==> config.mk <==
export PLATFORM = sky130hd
export DESIGN_NAME = csr_host_master
export DESIGN_NICKNAME = d
export VERILOG_FILES = /design/src/rtl/csr_host_master.sv
export SDC_FILE = /design/constraint.sdc
export NUM_CORES = 1
export LEC_CHECK = 0
export CORE_MARGIN = 3
export CORE_UTILIZATION = 39
export CTS_CLUSTER_DIAMETER = 100
export DETAILED_ROUTE_END_ITERATION = 10
export PLACE_DENSITY = 0.8
export SLEW_MARGIN = 15
export SYNTH_ARGS = -nofsm -noshare
export SYNTH_HDL_FRONTEND = slang
export SYNTH_SLANG_ARGS = --single-unit
==> constraint.sdc <==
create_clock -name clk -period 1.45 [get_ports clk]
set_input_delay 0.29 -clock clk [delete_from_list [all_inputs] [get_ports clk]]
set_output_delay 0.29 -clock clk [all_outputs]
set_load 0.05 [all_outputs]
==> src/rtl/csr_host_master.sv <==
// CSR bus initiator: one command at a time in, strobes held across wait-request, one response out.
// Optional macro CSR_TIMEOUT_EN aborts a transfer stalled for TIMEOUT_CYCLES cycles.
module csr_host_master #(
    parameter int ADDR_W         = 4,
    parameter int DATA_W         = 32,
    parameter int TIMEOUT_CYCLES = 64
) (
    input  logic                clk,
    input  logic                reset,
    input  logic                cmd_valid_i,
    output logic                cmd_ready_o,
    input  logic                cmd_wr_i,
    input  logic [ADDR_W-1:0]   cmd_addr_i,
    input  logic [DATA_W-1:0]   cmd_wr_data_i,
    input  logic [DATA_W/8-1:0] cmd_be_i,
    output logic                rsp_valid_o,
    input  logic                rsp_ready_i,
    output logic                rsp_wr_o,
    output logic [DATA_W-1:0]   rsp_rd_data_o,
    output logic                rsp_err_o,
    output logic                csr_wr_o,
    output logic                csr_rd_o,
    output logic [ADDR_W-1:0]   csr_addr_o,
    output logic [DATA_W-1:0]   csr_wr_data_o,
    output logic [DATA_W/8-1:0] csr_be_o,
    input  logic                csr_wait_rq_i,
    input  logic [DATA_W-1:0]   csr_rd_data_i
);

    typedef enum logic [1:0] {IDLE, WRITE, READ, RESP} state_t;

    state_t state, next;
    logic   accept, misaligned, busy, timeout;

    if (TIMEOUT_CYCLES < 2) begin : g_param_check
        $error("TIMEOUT_CYCLES must be >= 2");
    end

    assign accept     = (state == IDLE) && cmd_valid_i;
    assign misaligned = (cmd_addr_i[1:0] != 2'b00);
    assign busy       = (state == WRITE) || (state == READ);

`ifdef CSR_TIMEOUT_EN
    localparam int CNT_W = $clog2(TIMEOUT_CYCLES + 1);
    logic [CNT_W-1:0] cnt;

    // Fires on the edge that would bring the stall count up to TIMEOUT_CYCLES.
    assign timeout = busy && csr_wait_rq_i && (cnt == CNT_W'(TIMEOUT_CYCLES - 1));

    always_ff @(posedge clk) begin
        if (reset)
            cnt <= '0;
        else if (accept)
            cnt <= '0;
        else if (busy && csr_wait_rq_i)
            cnt <= cnt + 1'b1;
    end
`else
    assign timeout = 1'b0;
`endif

    always_ff @(posedge clk) begin
        if (reset) state <= IDLE;
        else       state <= next;
    end

    always_comb begin
        next        = state;
        cmd_ready_o = 1'b0;
        rsp_valid_o = 1'b0;
        csr_wr_o    = 1'b0;
        csr_rd_o    = 1'b0;
        case (state)
            IDLE: begin
                cmd_ready_o = 1'b1;
                if (cmd_valid_i)
                    next = misaligned ? RESP : (cmd_wr_i ? WRITE : READ);
            end
            WRITE: begin
                csr_wr_o = 1'b1;
                if (!csr_wait_rq_i || timeout) next = RESP;
            end
            READ: begin
                csr_rd_o = 1'b1;
                if (!csr_wait_rq_i || timeout) next = RESP;
            end
            RESP: begin
                rsp_valid_o = 1'b1;
                if (rsp_ready_i) next = IDLE;
            end
            default: next = IDLE;
        endcase
    end

    // Bus fields and response fields are loaded together at accept; only read data and
    // the timeout error are updated later.
    always_ff @(posedge clk) begin
        if (reset) begin
            csr_addr_o    <= '0;
            csr_wr_data_o <= '0;
            csr_be_o      <= '0;
            rsp_wr_o      <= 1'b0;
            rsp_err_o     <= 1'b0;
            rsp_rd_data_o <= '0;
        end else begin
            if (accept) begin
                csr_addr_o    <= cmd_addr_i;
                csr_wr_data_o <= cmd_wr_data_i;
                csr_be_o      <= cmd_be_i;
                rsp_wr_o      <= cmd_wr_i;
                rsp_err_o     <= misaligned;
                rsp_rd_data_o <= '0;
            end
            if (state == READ && !csr_wait_rq_i)
                rsp_rd_data_o <= csr_rd_data_i;
            if (timeout) begin
                rsp_err_o     <= 1'b1;
                rsp_rd_data_o <= '0;
            end
        end
    end

endmodule

==> impl_metrics.yaml <==
yosys:
  yosys-top-cells-count: "nand2_1 (115), dfxtp_1 (76), a21oi_1 (64), nand3_1 (32), buf_2 (13)"
  yosysTopAreaCellShare_pct: 52.2
  synth_area_leaders: "dfxtp_1 (52%), nand2_1 (15%), a21oi_1 (11%)"
  synth_edf_count: 0
  yosysMostFrequentCell: "nand2_1"
  ys_types: 22
  netlist_area_mm2: 0.00292
  yosys_register_bits: 76
  syn_nets: 431
  syn_area_per_cell_um2: 8.38
  netlist_instances: 348
  yosysWarnings: 0
  synth_async_sr_flop_share_pct: 0
  synth_ff_type: "dfxtp_1"
  ys_seq_area_share_pct: 52.2
  netlist.top_cell.by_area: "dfxtp_1"
clock_tree:
  clkSinkCount: 76
  ctsHoldBuffers: 0
  clock_latency_ns: 0.35
  cts_setup_buffers: 0
  cts_tree: "yes"
  ctsLongestPathBuffers: 2
  clock-root-buffer: "clkbuf_8"
  numCtsBuffers: 9
  clkSlewWorstSetupHoldPaths_ns: 0.08
  htree_levels: 3
global_route:
  gr-total-overflow: 0
  grt_max_degree: 51
  track_usage_pct: 23.7
  antenna_found_initial: 0
  grt_pass1_wl_um: 15700
  grt_pass1_vias: 3013
route:
  dr.pass1.iters: 5
  avgRoutedWirePerCell_um: 16.7
  drtIter0Drc: 109
  route.detailed.drc: 0
  routed_wl_um: 10000
  postRouteAntennaNets: 0
  route.vias.total: 3015
  viasPerCell: 5.01
worst_hold_path:
  hold_class: "in -> reg"
  holdPathStages: 2
  whs_endpoint: "rsp_wr_o$_SDFFE_PP0P_"
  hp-start: "reset"
pwr:
  leakagePower_nw: 2.10
  ir_worst_vdd_mv: 1.28
  power_mw: 8.69
  power_density_mw_per_mm2: 1550
cells_and_area:
  antenna_cells: 0
  fill_cells: 443
  final_cells: 602
  drive_gt1_share_pct: 26.5
  syn_to_final_growth_pct: 92.9
  final_nets: 584
  finalInstanceArea_mm2: 0.00562
  final_core_util_pct: 80.1
setup_path:
  critPathSlowestCell: "dfxtp_4"
  worstPathArrival_ns: 1.14
  critPathLaunchType: "register"
  slowest_delay_ns: 0.37
  worstReg2RegStart: "state[1]$_SDFFE_PP0P_"
  path_class: "reg -> out"
  r2r_end: "state[1]$_SDFFE_PP0P_"
  endpoint_kind: "output port"
  critPathRequiredTime_ns: 1.16
  path_cells: "buf_6 -> ha_4 -> buf_12"
  r2r_slack_ns: 0.05
  reg2reg_depth: 5
  cp_max_fo: 3
sta:
  finalSetupViolations: 0
  finClkSkew_ns: 0.0111
  period_needed_ns: 1.43
  finalSetupTns_ns: 0
  grt_setup_unrepaired: "true"
  min_period_over_period_pct: 98.6
  tightest_slew_ns: 0.262
  max_freq_mhz: 700
  maxSlewHeadroom_pct: 82.6
  slew_violations: 0
  hold_violations: 0
placed_design:
  dp_cells: 585
  hpwlAfterDp_um: 7220
  place.gp.congestion: 0.802
  numPortBuffers: 155
  place_area_mm2: 0.00536
floorplanning:
  die_y_um: 92.5
  core-area_mm2: 0.00702
  start_util_pct: 41.5
  num_rows: 30
  dieArea_mm2: 0.00855
  ios: 156
  dieWidth_um: 92.5
flow_run:
  cap_viol_max_count: 0
run_status:
  status: "finished clean"
[sequential cells by signal, indices dropped and copies added, names as in the netlist]
name and cells:
csr_wr_data_o 32, csr_be_o 4, csr_addr_o 4, rsp_rd_data_o 32, rsp_err_o 1, state 2, rsp_wr_o 1
[placed cells by master (no fill, tap or decap), types with 2 or more instances in the layout]
cell type          n
buf_6              2
inv_1              3
a31oi_1            2
nor2_1             4
ha_4               4
buf_12            83
inv_4              2
buf_4              6
bufinv_16          2
nand3_1           32
clkinv_4           2
a21oi_1           64
mux2_2             2
dfxtp_1           74
nand2_1          115
a21oi_2            9
clkbuf_8           9
or2b_4             2
clkdlybuf4s50_1   76
[critical path: cells and delay by family, from the launching register on]
kind	cells	cell delay (ns)
fa+ha+maj	1	0.16
buf+inv	2	0.26
flops	1	0.37
[where the power goes]
part / leakage [nW] / switching, mW / internal [mW]
Clock: 0.110 / 0.831 / 0.978
Sequential: 0.621 / 0.316 / 2.39
Combinational: 1.37 / 2.23 / 1.94
[metrics by stage]
stage / worst slack [ns] / hold WS, ns
2_1_floorplan: 0.00475 / 0.425
3_3_place_gp: -0.0589 / 0.479
3_5_place_dp: -0.162 / 0.483
4_1_cts: -0.00852 / 0.187
5_1_grt: -0.0169 / 0.209
6_report: 0.0208 / 0.211
[logic make-up (layout without fill, tap and decap cells)]
| family | count (synthesis) | count (layout) | share of synthesized area (%) |
|---|---|---|---|
| multiplexers | 2 | 2 | 0.772 |
| adder cells (fa/ha/maj) | 5 | 5 | 2.15 |
| flip-flops | 76 | 76 | 52.2 |
| AND/OR/NAND/NOR | 155 | 156 | 21.9 |
| AO/OA/AOI/OAI | 78 | 78 | 15.1 |
| buffers and inverters | 32 | 189 | 7.85 |
[metal layers]
metal / GRT usage, % / up-vias / part of all wire, %
li1: - / 1448 / -
met1: 26.1 / 1431 / 37
met3: 6.26 / 16 / 8.1
met5: 0 / - / 0
met4: 9.16 / 0 / 2.2
met2: 43.3 / 120 / 53
[what timing repair did]
action,in CTS,in global routing
gates resized for setup,4,6
endpoints found under the setup margin,7,25
cloned,1,0
pin swaps,0,4
[final cells by class]
| type | count | area [um2] | share of cell area, % |
|---|---|---|---|
| Timing Repair Buffer | 168 | 2490 | 44.4 |
| Sequential cell | 76 | 1530 | 27.1 |
| Multi-Input combinational cell | 241 | 1230 | 22.0 |
| Clock buffer | 9 | 124 | 2.20 |
| Tap cell | 96 | 120 | 2.14 |
| Clock inverter | 7 | 98.8 | 1.76 |
| Inverter | 5 | 23.8 | 0.423 |
[worst max path at each step]
stage          depth (start not counted)                  start                             end  slack (ns)
4_1_cts                                3  state[1]$_SDFFE_PP0P_                     cmd_ready_o      -0.009
6_report                               3  state[1]$_SDFFE_PP0P_                     rsp_valid_o        0.02
3_5_place_dp                           4          csr_wait_rq_i  rsp_rd_data_o[28]$_SDFFE_PP0P_       -0.16
5_1_grt                                5  state[1]$_SDFFE_PP0P_           state[1]$_SDFFE_PP0P_       -0.02
3_3_place_gp                           4          csr_wait_rq_i   rsp_rd_data_o[4]$_SDFFE_PP0P_       -0.06
2_1_floorplan                          5  state[1]$_SDFFE_PP0P_           state[0]$_SDFFE_PP0P_       0.005
(Power assumes the default switching activity.)
